`config.mk`:
```
export PLATFORM = sky130hd
export DESIGN_NAME = reg_bank_flat
export DESIGN_NICKNAME = d
export VERILOG_FILES = /design/src/rtl/reg_bank_pkg.sv /design/src/rtl/reg_bank_if.sv /design/src/rtl/reg_bank_alu.sv /design/src/rtl/reg_bank.sv /design/src/flat_wrapper.sv
export SDC_FILE = /design/constraint.sdc
export NUM_CORES = 1
export LEC_CHECK = 0
export ABC_AREA = 1
export BUFFER_PORTS_ARGS = -buffer_cell sky130_fd_sc_hd__buf_2
export CORE_ASPECT_RATIO = 0.75
export CORE_MARGIN = 5
export CORE_UTILIZATION = 50
export DETAILED_ROUTE_END_ITERATION = 12
export PLACE_DENSITY = 0.78
export SLEW_MARGIN = 20
export SYNTH_ARGS = -nofsm -noshare
export SYNTH_HDL_FRONTEND = slang
export SYNTH_SLANG_ARGS = --single-unit
```
`constraint.sdc`:
```
create_clock -name clk -period 3.4 [get_ports clk]
set_input_delay 0.17 -clock clk [delete_from_list [all_inputs] [get_ports clk]]
set_output_delay 0.17 -clock clk [all_outputs]
set_load 0.05 [all_outputs]
```
`src/rtl/reg_bank_pkg.sv`:
```
// Shared op-code definitions for the general-purpose register bank.
package reg_bank_pkg;
    localparam int OP_W = 3;

    localparam logic [OP_W-1:0] OP_HOLD = 3'b000;
    localparam logic [OP_W-1:0] OP_LOAD = 3'b001;
    localparam logic [OP_W-1:0] OP_INC  = 3'b010;
    localparam logic [OP_W-1:0] OP_DEC  = 3'b011;
    localparam logic [OP_W-1:0] OP_SHL  = 3'b100;
    localparam logic [OP_W-1:0] OP_SHR  = 3'b101;
    localparam logic [OP_W-1:0] OP_CLR  = 3'b110;
    localparam logic [OP_W-1:0] OP_RSVD = 3'b111;
endpackage

```
`src/rtl/reg_bank_if.sv`:
```
// Bus, operation and read-port signals between the register bank and its user.
interface reg_bank_if
    import reg_bank_pkg::*;
#(
    parameter int WIDTH = 8,
    parameter int NREGS = 4
);
    localparam int SELW = $clog2(NREGS);

    logic [WIDTH-1:0] bus;
    logic             we;
    logic [SELW-1:0]  wsel;
    logic [OP_W-1:0]  op;
    logic [SELW-1:0]  rsel_a;
    logic [SELW-1:0]  rsel_b;
    logic [WIDTH-1:0] out_a;
    logic [WIDTH-1:0] out_b;
    logic             zf;
    logic             cf;

    modport master (
        output bus, we, wsel, op, rsel_a, rsel_b,
        input  out_a, out_b, zf, cf
    );

    modport slave (
        input  bus, we, wsel, op, rsel_a, rsel_b,
        output out_a, out_b, zf, cf
    );
endinterface

```
`src/rtl/reg_bank_alu.sv`:
```
// Combinational next-value and carry logic for the register selected by wsel.
module reg_bank_alu
    import reg_bank_pkg::*;
#(
    parameter int WIDTH = 8
) (
    input  logic [WIDTH-1:0] cur,
    input  logic [WIDTH-1:0] bus,
    input  logic [OP_W-1:0]  op,
    output logic [WIDTH-1:0] nxt,
    output logic             carry
);
    always_comb begin
        nxt   = cur;
        carry = 1'b0;
        case (op)
            OP_LOAD: nxt = bus;
            OP_INC: begin
                nxt   = cur + 1'b1;
                carry = &cur;
            end
            OP_DEC: begin
                nxt   = cur - 1'b1;
                carry = ~|cur;
            end
            OP_SHL: begin
                nxt   = {cur[WIDTH-2:0], 1'b0};
                carry = cur[WIDTH-1];
            end
            OP_SHR: begin
                nxt   = {1'b0, cur[WIDTH-1:1]};
                carry = cur[0];
            end
            OP_CLR: nxt = '0;
            default: begin
                nxt   = cur;
                carry = 1'b0;
            end
        endcase
    end
endmodule

```
`src/rtl/reg_bank.sv`:
```
// Register array with one in-place operation per cycle, two read ports and zero/carry flags.
module reg_bank
    import reg_bank_pkg::*;
#(
    parameter int WIDTH = 8,
    parameter int NREGS = 4
) (
    input logic       clk,
    input logic       clr,
    reg_bank_if.slave rb
);
    localparam int SELW = $clog2(NREGS);
    localparam logic [SELW:0] NREGS_L = (SELW+1)'(NREGS);

    logic [WIDTH-1:0] regs [NREGS];
    logic             zero_flag;
    logic             carry_flag;
    logic [WIDTH-1:0] cur;
    logic [WIDTH-1:0] nxt;
    logic             carry;
    logic             op_active;
    logic             wsel_ok;
    logic             rsel_a_ok;
    logic             rsel_b_ok;

    function automatic logic in_range(input logic [SELW-1:0] sel);
        return {1'b0, sel} < NREGS_L;
    endfunction

    assign wsel_ok   = in_range(rb.wsel);
    assign rsel_a_ok = in_range(rb.rsel_a);
    assign rsel_b_ok = in_range(rb.rsel_b);
    assign op_active = (rb.op != OP_HOLD) && (rb.op != OP_RSVD);
    assign cur       = wsel_ok ? regs[rb.wsel] : '0;

    reg_bank_alu #(.WIDTH(WIDTH)) alu (
        .cur   (cur),
        .bus   (rb.bus),
        .op    (rb.op),
        .nxt   (nxt),
        .carry (carry)
    );

    always_ff @(posedge clk) begin
        if (clr) begin
            for (int i = 0; i < NREGS; i++) begin
                regs[i] <= '0;
            end
            zero_flag  <= 1'b0;
            carry_flag <= 1'b0;
        end else if (rb.we && wsel_ok && op_active) begin
            regs[rb.wsel] <= nxt;
            zero_flag     <= (nxt == '0);
            carry_flag    <= carry;
        end
    end

    // Read ports are forced to zero while clr is held so no stale data leaks out.
    assign rb.out_a = (clr || !rsel_a_ok) ? '0 : regs[rb.rsel_a];
    assign rb.out_b = (clr || !rsel_b_ok) ? '0 : regs[rb.rsel_b];
    assign rb.zf    = zero_flag;
    assign rb.cf    = carry_flag;
endmodule

```
`src/flat_wrapper.sv`:
```
// flat-port wrapper written by rule: the top's interface ports become plain ports
module reg_bank_flat import reg_bank_pkg::*;
#(
    parameter int WIDTH = 8,
    parameter int NREGS = 4
)
  (clk, clr, rb_bus, rb_we, rb_wsel, rb_op, rb_rsel_a, rb_rsel_b, rb_out_a, rb_out_b, rb_zf, rb_cf);
  reg_bank_if #(.WIDTH(WIDTH), .NREGS(NREGS)) rb_i ();
  input logic clk;
  input logic clr;
  input wire logic [$bits(rb_i.bus)-1:0] rb_bus;
  input wire logic [$bits(rb_i.we)-1:0] rb_we;
  input wire logic [$bits(rb_i.wsel)-1:0] rb_wsel;
  input wire logic [$bits(rb_i.op)-1:0] rb_op;
  input wire logic [$bits(rb_i.rsel_a)-1:0] rb_rsel_a;
  input wire logic [$bits(rb_i.rsel_b)-1:0] rb_rsel_b;
  output wire logic [$bits(rb_i.out_a)-1:0] rb_out_a;
  output wire logic [$bits(rb_i.out_b)-1:0] rb_out_b;
  output wire logic [$bits(rb_i.zf)-1:0] rb_zf;
  output wire logic [$bits(rb_i.cf)-1:0] rb_cf;
  assign rb_i.bus = rb_bus;
  assign rb_i.we = rb_we;
  assign rb_i.wsel = rb_wsel;
  assign rb_i.op = rb_op;
  assign rb_i.rsel_a = rb_rsel_a;
  assign rb_i.rsel_b = rb_rsel_b;
  assign rb_out_a = rb_i.out_a;
  assign rb_out_b = rb_i.out_b;
  assign rb_zf = rb_i.zf;
  assign rb_cf = rb_i.cf;
  reg_bank #(.WIDTH(WIDTH), .NREGS(NREGS)) u_core (.clk(clk), .clr(clr), .rb(rb_i));
endmodule
```
==> out/results.ini, run 1 <==
[drt]
routed_wl_um = 7904
route.detailed.drc = 0
via_count = 2927
post_drt_wl_per_cell_um = 15.35
drt_iter0_markers = 278
ant_nets = 0
firstDrtPassIters = 5
avgViaCountPerCell = 5.683

[power]
max-vdd-ir-drop_uv = 289.4
power_leakage_nw = 1.443
power_density_nw_per_um2 = 368.2

[cts]
cts_resized = 0
h-tree-depth = 2
cts_buffers = 5
cts.clk_slew.worst_paths_ns = 0.07
cts_tree = built
clkLatencyLatePin_ns = 0.29
hold_buffers = 0
clock_path_buffers = 2
post_cts_buffers = 0
cts-root-buf = clkbuf_8
cts.sinks = 34

[worst_setup_path]
critPathArrivalTime_ns = 2.80
end_kind = flop
crit_path_max_incr_delay_ns = 0.48
crit_top_cell = nand3_1
critical_path.max_fanout = 4
cp.required_ns = 3.63
cp.buffers_inverters = 1
crit_path_top_delay_cell = fa_1
path_class = reg -> reg
crit_path_cell_trace = nand2_1, nand3_1, nand2_1, inv_1, fa_1, or2_2, nand3_1, nand2_1, nor2_1, nand3_1, nor2_1, nand3_1, nor2_1, nand3_1, nand2_1
critPathTopFamily = simple AND/OR/NAND/NOR gates
cp-start-kind = flop

[yosys]
ys.flop_type = edfxtp_1
yosysWarnings = 0
synth-seq-cells = 34
synth.top_cell.area_share_pct = 33.61
syn-cell-area_um2 = 2859
syn_inst = 411
synth_seq_area_share_pct = 35.01
syn-num-nets = 438
synth_cell_types = 33
synth-edff-count = 32
synth_area_per_cell_um2 = 6.956
async_reset_ff_share_pct = 0
synth_area_leader_cell = edfxtp_1
synthTopCellsByArea = edfxtp_1, nand2_1, a21oi_1

[floorplan]
start_util_pct = 52.56
rows = 23
core_area_um2 = 5439
die_y_um = 75.49
dieArea_um2 = 7346
die_w_um = 97.32
pin_count = 38

[min_path]
hold_path.class = in -> reg

[placed_design]
io_buffer_count = 37
dp_slack_ns = 0.6805
gp_congestion = 0.9649
dpl.hpwl_um = 6131
placed_area_um2 = 3049

[sta]
drv_slew = 0
finClkSkew_ns = 0.007976
worst_slew_pin_slew_ns = 0.6645
setup_ws_ns = 0.8307
hold_viol = 0
whs_ns = 0.3347
setup_violations = 0
timing.slew.headroom_pct = 55.54
rsz0062_at_grt = no
period_share_pct = 75.57
totalNegativeSetupSlack_ns = 0
layout_min_cycle_time_ns = 2.569
fmax_ghz = 0.3892

[grt]
antenna_found_initial = 0
grt_pass1_wl_um = 12970
grt_pass1_vias = 2679
grt_max_degree = 33
grt_usage_pct = 22.07
grt_remaining_overflow = 0

[run]
drv_cap = 0

[layout]
ff_latch_area_um2 = 1001
drive_above_1_share_pct = 16.82
multi_input_area_um2 = 1584
diodes = 0
filler_cell_count = 533
finalInstanceArea_um2 = 3131
area_growth_pct = 9.497
layout.nets = 466

[outcome]
outcome = finished clean

-- registers in the layout (all words and copies together) (netlist names) --
signal,count
u_core.rb.cf,1
u_core.rb.zf,1
u_core.regs,32
-- logic make-up after synthesis --
| kind of cell | count (synthesis) | synth area share (%) |
|---|---|---|
| compound gates | 81 | 15.97 |
| buf+inv | 63 | 9.584 |
| fa+ha+maj | 7 | 3.326 |
| flops | 34 | 35.01 |
| simple gates | 226 | 36.11 |
-- worst register-to-register path: stages (launching register included) --
cell and delay [ns]:
edfxtp_1 0.44, nand2_1 0.09, nand3_1 0.10, nand2_1 0.17, inv_1 0.11, fa_1 0.48
or2_2 0.33, nand3_1 0.08, nand2_1 0.06, nor2_1 0.14, nand3_1 0.09, nor2_1 0.09
nand3_1 0.09, nor2_1 0.11, nand3_1 0.07, nand2_1 0.07
-- power by group --
group,total [mW],switching [mW],leakage [nW],internal (mW)
registers,0.507,0.0209,0.349,0.486
clock network,0.292,0.151,0.0426,0.141
logic,0.355,0.255,1.05,0.0994
total,1.15,0.427,1.44,0.726
-- stage by stage --
stage	power [mW]	utilization, %	cells
floorplan	0.7782	-	411
global placement	0.8590	56.06	507
detailed placement	0.8642	56.06	507
CTS	1.150	57.56	515
global route	1.216	57.56	515
finish	1.153	57.56	515
-- cells in the final DEF, fill, tap and decap left out, types with 2 or more instances in the layout --
cell type and n:
o21ai_1 2, nand4_1 3, nor2_4 3, nand2_2 11
clkbuf_8 5, o21ai_0 17, nand3_1 37, dfxtp_1 2
nor3_1 4, inv_1 41, a21oi_1 42, nand3_2 4
inv_2 4, nor4_1 2, o211ai_1 16, or2_2 2
buf_2 37, nor2_1 47, edfxtp_1 32, nor2_2 2
nand3b_1 5, nand2_1 104, ha_1 6
-- synthesized netlist by cell type (3+ instances only) --
| library cell | count |
|---|---|
| nor2_1 | 47 |
| o211ai_1 | 16 |
| inv_1 | 41 |
| nand2_2 | 11 |
| nand4_1 | 3 |
| ha_1 | 6 |
| nand3_1 | 37 |
| o21ai_0 | 17 |
| edfxtp_1 | 32 |
| nor2_4 | 3 |
| nand2_1 | 104 |
| a21oi_1 | 42 |
| nor3_1 | 4 |
| clkbuf_1 | 12 |
| nand3b_1 | 5 |
| nand3_2 | 4 |
| inv_2 | 4 |
-- layout make-up --
cell class                      count  share of cell area, %
Multi-Input combinational cell    314                  50.60
Sequential cell                    34                  31.97
Timing Repair Buffer               38                  6.155
Inverter                           46                  5.675
Tap cell                           75                  2.998
Clock buffer                        6                  2.318
Clock inverter                      2                 0.2798
-- layer usage --
layer	global-route usage (%)	wire length, µm
met5	0	0
met2	35.32	3535
met4	5.991	104
met3	4.117	585
met1	31.33	3678
-- path summary, 6_finish.rpt --
check                                                     start                         to  slack (ns)  depth (start not counted)
worst max-delay path            u_core.regs[0][0]$_SDFFCE_PN0P_  u_core.rb.zf$_SDFFE_PP0P_        0.83                         15
worst min-delay path                                      rb_we  u_core.rb.zf$_SDFFE_PP0P_        0.33                          6
worst max register to register  u_core.regs[0][0]$_SDFFCE_PN0P_  u_core.rb.zf$_SDFFE_PP0P_        0.83                         15
worst min register to register        u_core.rb.cf$_SDFFE_PP0P_  u_core.rb.cf$_SDFFE_PP0P_        0.46                          2
Power figures use the tool's default switching activity.
==> run 2, diff against run 1 <==
==> constraint.sdc (replaced) <==
create_clock -name clk -period 2.5 [get_ports clk]
set_input_delay 0.125 -clock clk [delete_from_list [all_inputs] [get_ports clk]]
set_output_delay 0.125 -clock clk [all_outputs]
set_load 0.05 [all_outputs]
==> out/results.ini, run 2 (same netlist as run 1, synthesis figures left out) <==
[layout]
final_common_cell = nand2_1
postLayoutCoreUtil_pct = 60.34
layout.nets = 476
mostFrequentLayoutCells = nand2_1, nor2_1, inv_1
area_growth_pct = 14.79
diodes = 0
filler_cell_count = 490
finalInstanceArea_um2 = 3282
drive_above_1_share_pct = 21.56
largest_reg_flops = 32
max_flop_register = u_core.regs

[grt]
grt_pass1_vias = 2757
grt_max_degree = 33
grt_usage_pct = 21.99
grt_pass1_wl_um = 13000
grt_remaining_overflow = 0
antenna_found_initial = 0

[floorplan]
start_util_pct = 52.56
die_w_um = 97.32
dieArea_um2 = 7346
core_area_um2 = 5439
die_y_um = 75.49
rows = 23
pin_count = 38

[worst_setup_path]
crit_path_max_incr_delay_ns = 0.41
critical_path.max_fanout = 3
crit_top_cell = nand3_1
path_class = reg -> reg
cp-start-kind = flop
end_kind = flop
critPathArrivalTime_ns = 2.62
crit_path_top_delay_cell = edfxtp_1
r2r_cells = 15
cp.required_ns = 2.74
crit_path_cell_trace = nand2_1, nand3_1, nand2_2, inv_1, fa_2, or2_2, nand3_1, nand2_1, nor2_2, nand3_1, nor2_1, nand3_1, nor2_1, nand3_1, nand2_1

[power]
p_total_mw = 1.638
power_density_nw_per_um2 = 499.2
power_leakage_nw = 1.502
max-vdd-ir-drop_uv = 342.6

[sta]
drv_slew = 0
hold_viol = 0
timing.slew.headroom_pct = 51.11
finClkSkew_ns = 0.006131
totalNegativeSetupSlack_ns = 0
fmax_ghz = 0.4201
setup_ws_ns = 0.1195
layout_min_cycle_time_ns = 2.381
rsz0062_at_grt = yes
worst_slew_pin_slew_ns = 0.7306
setup_violations = 0
period_share_pct = 95.22

[drt]
dr_wl_met2_um = 3950
wl_met1_um = 3640
firstDrtPassIters = 4
routed_wl_um = 8270
route.detailed.drc = 0
ant_nets = 0
highest_layer = met4
avgViaCountPerCell = 5.779
via_count = 3034
drt_iter0_markers = 322
post_drt_wl_per_cell_um = 15.75
wl_met3_um = 608

[placed_design]
io_buffer_count = 37
placed_area_um2 = 3107
gp_congestion = 0.9386
dpl.hpwl_um = 6230
dp_slack_ns = -0.02477

[cts]
cts-root-buf = clkbuf_8
clock_path_buffers = 2
cts.sinks = 34
cts_tree = built
h-tree-depth = 2
cts_buffers = 5
clkLatencyLatePin_ns = 0.30
cts.clk_slew.worst_paths_ns = 0.07

[min_path]
hold_depth = 5
hold_path.class = in -> reg

[outcome]
outcome = finished clean

[run]
drv_cap = 0

==> run 2: changes by cell type in the layout (fill, tap and decap cells not counted), sizes merged <==
| cell | delta |
|---|---|
| clkbuf | +1 |
| buf | +10 |
| clkinv | -1 |
==> run 2: stage by stage <==
| step | hold slack [ns] | std cells |
|---|---|---|
| floorplan | 0.4209 | 411 |
| global placement | 0.4337 | 513 |
| detailed placement | 0.4466 | 513 |
| CTS | 0.2646 | 521 |
| global route | 0.3037 | 525 |
| finish | 0.2583 | 525 |
==> run 2: report_power, final <==
group	internal [mW]	switching, mW
sequential	0.660	0.0252
clock	0.222	0.207
combinational	0.159	0.364
==> run 2: per-layer routing <==
metal / vias up / track usage [%]
li1: 1452 / -
met1: 1454 / 29.67
met2: 118 / 37.46
met3: 10 / 4.392
met4: 0 / 5.069
met5: - / 0
==> run 2: area by class of cell <==
| cell class | instances | area (µm²) | area share, % |
|---|---|---|---|
| inverters | 46 | 177.7 | 5.414 |
| clock buffers | 7 | 86.33 | 2.631 |
| multi-input cells | 314 | 1638 | 49.90 |
| flip-flops and latches | 34 | 1001 | 30.50 |
| clock inverters | 1 | 5.005 | 0.1525 |
| repair buffers | 48 | 280.3 | 8.540 |
| well taps | 75 | 93.84 | 2.859 |
==> run 2: critical path, delay by kind of cell, from the launching register on <==
kind / cells / cell delay, ns
flops: 1 / 0.41
simple gates: 13 / 1.48
fa+ha+maj: 1 / 0.37
buf+inv: 1 / 0.08
==> run 2: path summary, 6_finish.rpt <==
| path | from | end | slack (ns) |
|---|---|---|---|
| min | rb_we | u_core.rb.cf$_SDFFE_PP0P_ | 0.26 |
| max reg2reg | u_core.regs[0][0]$_SDFFCE_PN0P_ | u_core.rb.zf$_SDFFE_PP0P_ | 0.12 |
| max | u_core.regs[0][0]$_SDFFCE_PN0P_ | u_core.rb.zf$_SDFFE_PP0P_ | 0.12 |
| min reg2reg | u_core.rb.cf$_SDFFE_PP0P_ | u_core.rb.cf$_SDFFE_PP0P_ | 0.45 |
==> run 2: repair_timing <==
action                                  in CTS  in global routing
hold buffers                                 0                  0
cloned                                       0                  0
pin swaps                                    0                  4
gates resized for setup                      1                 11
buffers inserted                             0                  4
endpoints found under the setup margin       1                 17
==> run 3, diff against run 2 <==
==> constraint.sdc (replaced) <==
create_clock -name clk -period 2.7 [get_ports clk]
set_input_delay 0.135 -clock clk [delete_from_list [all_inputs] [get_ports clk]]
set_output_delay 0.135 -clock clk [all_outputs]
set_load 0.05 [all_outputs]
==> out/results.ini, run 3 (same netlist as run 1, synthesis figures left out) <==
[outcome]
outcome = finished clean

[layout]
area_growth_pct = 11.47
layout.nets = 473
mostFrequentLayoutCells = nand2_1, nor2_1, a21oi_1
max_flop_register = u_core.regs
final_common_cell = nand2_1
largest_reg_flops = 32
postLayoutCoreUtil_pct = 58.59
final_cell_count_no_fill = 522
filler_cell_count = 498
diodes = 0
drive_above_1_share_pct = 18.34

[worst_setup_path]
critPathArrivalTime_ns = 2.49
cp-start-kind = flop
path_class = reg -> reg
reg2reg_slack_ns = 0.22
cp.required_ns = 2.72
rr_startpoint = u_core.regs[2][2]$_SDFFCE_PN0P_
r2r_cells = 15
end_kind = flop
reg2reg_to = u_core.regs[2][5]$_SDFFCE_PN0P_
critical_path.max_fanout = 6

[run]
drv_cap = 0

[placed_design]
placedCellCount = 512
io_buffer_count = 37
gp_congestion = 1.030
dpl.hpwl_um = 6252

[cts]
cts-root-buf = clkbuf_8
clock_path_buffers = 2
clkLatencyLatePin_ns = 0.28
cts_buffers = 5
cts_tree = built
cts.sinks = 34
h-tree-depth = 2
hold_buffers = 0
cts.clk_slew.worst_paths_ns = 0.06

[drt]
ant_nets = 0
post_drt_wl_per_cell_um = 15.47
via_count = 3009
route.detailed.drc = 0
routed_wl_um = 8075
avgViaCountPerCell = 5.764
firstDrtPassIters = 6
drt_iter0_markers = 443

[min_path]
hold_path.class = in -> reg
min-delay-start = rb_we
hold_depth = 6
whs_endpoint = u_core.rb.cf$_SDFFE_PP0P_

[floorplan]
start_util_pct = 52.56
core_area_um2 = 5439
pin_count = 38
dieArea_um2 = 7346
die_y_um = 75.49
rows = 23
die_w_um = 97.32

[grt]
grt_pass1_vias = 2720
grt_usage_pct = 21.51
grt_max_degree = 33
grt_pass1_wl_um = 12750
antenna_found_initial = 0
grt_remaining_overflow = 0

[sta]
layout_min_cycle_time_ns = 2.476
finClkSkew_ns = 0.009230
timing.slew.headroom_pct = 53.65
totalNegativeSetupSlack_ns = 0
drv_slew = 0
hold_viol = 0
worst_slew_pin_slew_ns = 0.6928
rsz0062_at_grt = no
period_share_pct = 91.69
fmax_ghz = 0.4039
setup_violations = 0

[power]
power_leakage_nw = 1.472
max-vdd-ir-drop_uv = 356.0
power_density_nw_per_um2 = 455.4
p_total_mw = 1.451

-- run 3: cell count changes in the layout (fill, tap and decap cells not counted), sizes merged --
cell    before  now
buf         48   45
clkbuf       7    8
clkinv       1    0
-- run 3: worst max-delay path by stage --
stage	slack, ns	end	start	cells past startpoint
finish	0.22	u_core.regs[2][5]$_SDFFCE_PN0P_	u_core.regs[2][2]$_SDFFCE_PN0P_	15
global route	0.04	u_core.regs[3][5]$_DFFE_PP_	u_core.regs[2][2]$_SDFFCE_PN0P_	15
CTS	0.23	u_core.rb.zf$_SDFFE_PP0P_	u_core.regs[2][0]$_SDFFCE_PN0P_	15
detailed placement	0.10	u_core.rb.zf$_SDFFE_PP0P_	rb_wsel[1]	16
global placement	0.20	u_core.rb.zf$_SDFFE_PP0P_	rb_wsel[1]	16
floorplan	0.51	u_core.rb.zf$_SDFFE_PP0P_	u_core.regs[0][0]$_SDFFCE_PN0P_	15
-- run 3: repair_timing --
| action | 4_1_cts | 5_1_grt |
|---|---|---|
| resized for setup | 0 | 2 |
| buffers inserted | 0 | 2 |
| setup endpoints to repair | 0 | 1 |
-- run 3: critical path: stages (launching register included) --
cell      delay, ns
edfxtp_1       0.44
nand2_1        0.10
nand3_1        0.09
nand2_1        0.14
inv_1          0.10
ha_1           0.39
nand2_1        0.07
nand3b_1       0.18
nand2_1        0.15
nand2_1        0.09
nand2_1        0.06
nand2_1        0.05
nand3_1        0.06
nand2_1        0.07
o21ai_2        0.15
nor2_1         0.08
-- run 3: layout make-up --
cell class | count | area [µm²] | area share, %
multi-input cells | 314 | 1589 | 49.86
flip-flops and latches | 34 | 1001 | 31.41
repair buffers | 45 | 245.2 | 7.695
inverters | 46 | 177.7 | 5.575
well taps | 75 | 93.84 | 2.945
clock buffers | 8 | 80.08 | 2.513
-- run 3: routing by layer --
metal	wire [µm]	GRT usage, %
met1	3524	29.62
met2	3643	34.79
met3	812	5.672
met4	94	4.762
met5	0	0
-- run 3: power by group --
| group | switching [mW] | internal [mW] | total (mW) | leakage [nW] |
|---|---|---|---|---|
| registers | 0.0242 | 0.612 | 0.636 | 0.349 |
| clock network | 0.168 | 0.183 | 0.351 | 0.0395 |
| logic | 0.330 | 0.134 | 0.464 | 1.08 |
| total | 0.522 | 0.929 | 1.45 | 1.47 |
-- run 3: per-stage QoR --
stage / hold WS [ns] / instance area [µm²] / worst slack (ns)
after CTS: 0.3008 / 3167 / 0.2340
after global routing: 0.3398 / 3187 / 0.03941
after global placement: 0.4404 / 3087 / 0.2040
final: 0.3086 / 3187 / 0.2243
after floorplan: 0.4309 / 2859 / 0.5117
after detailed placement: 0.4417 / 3087 / 0.1035
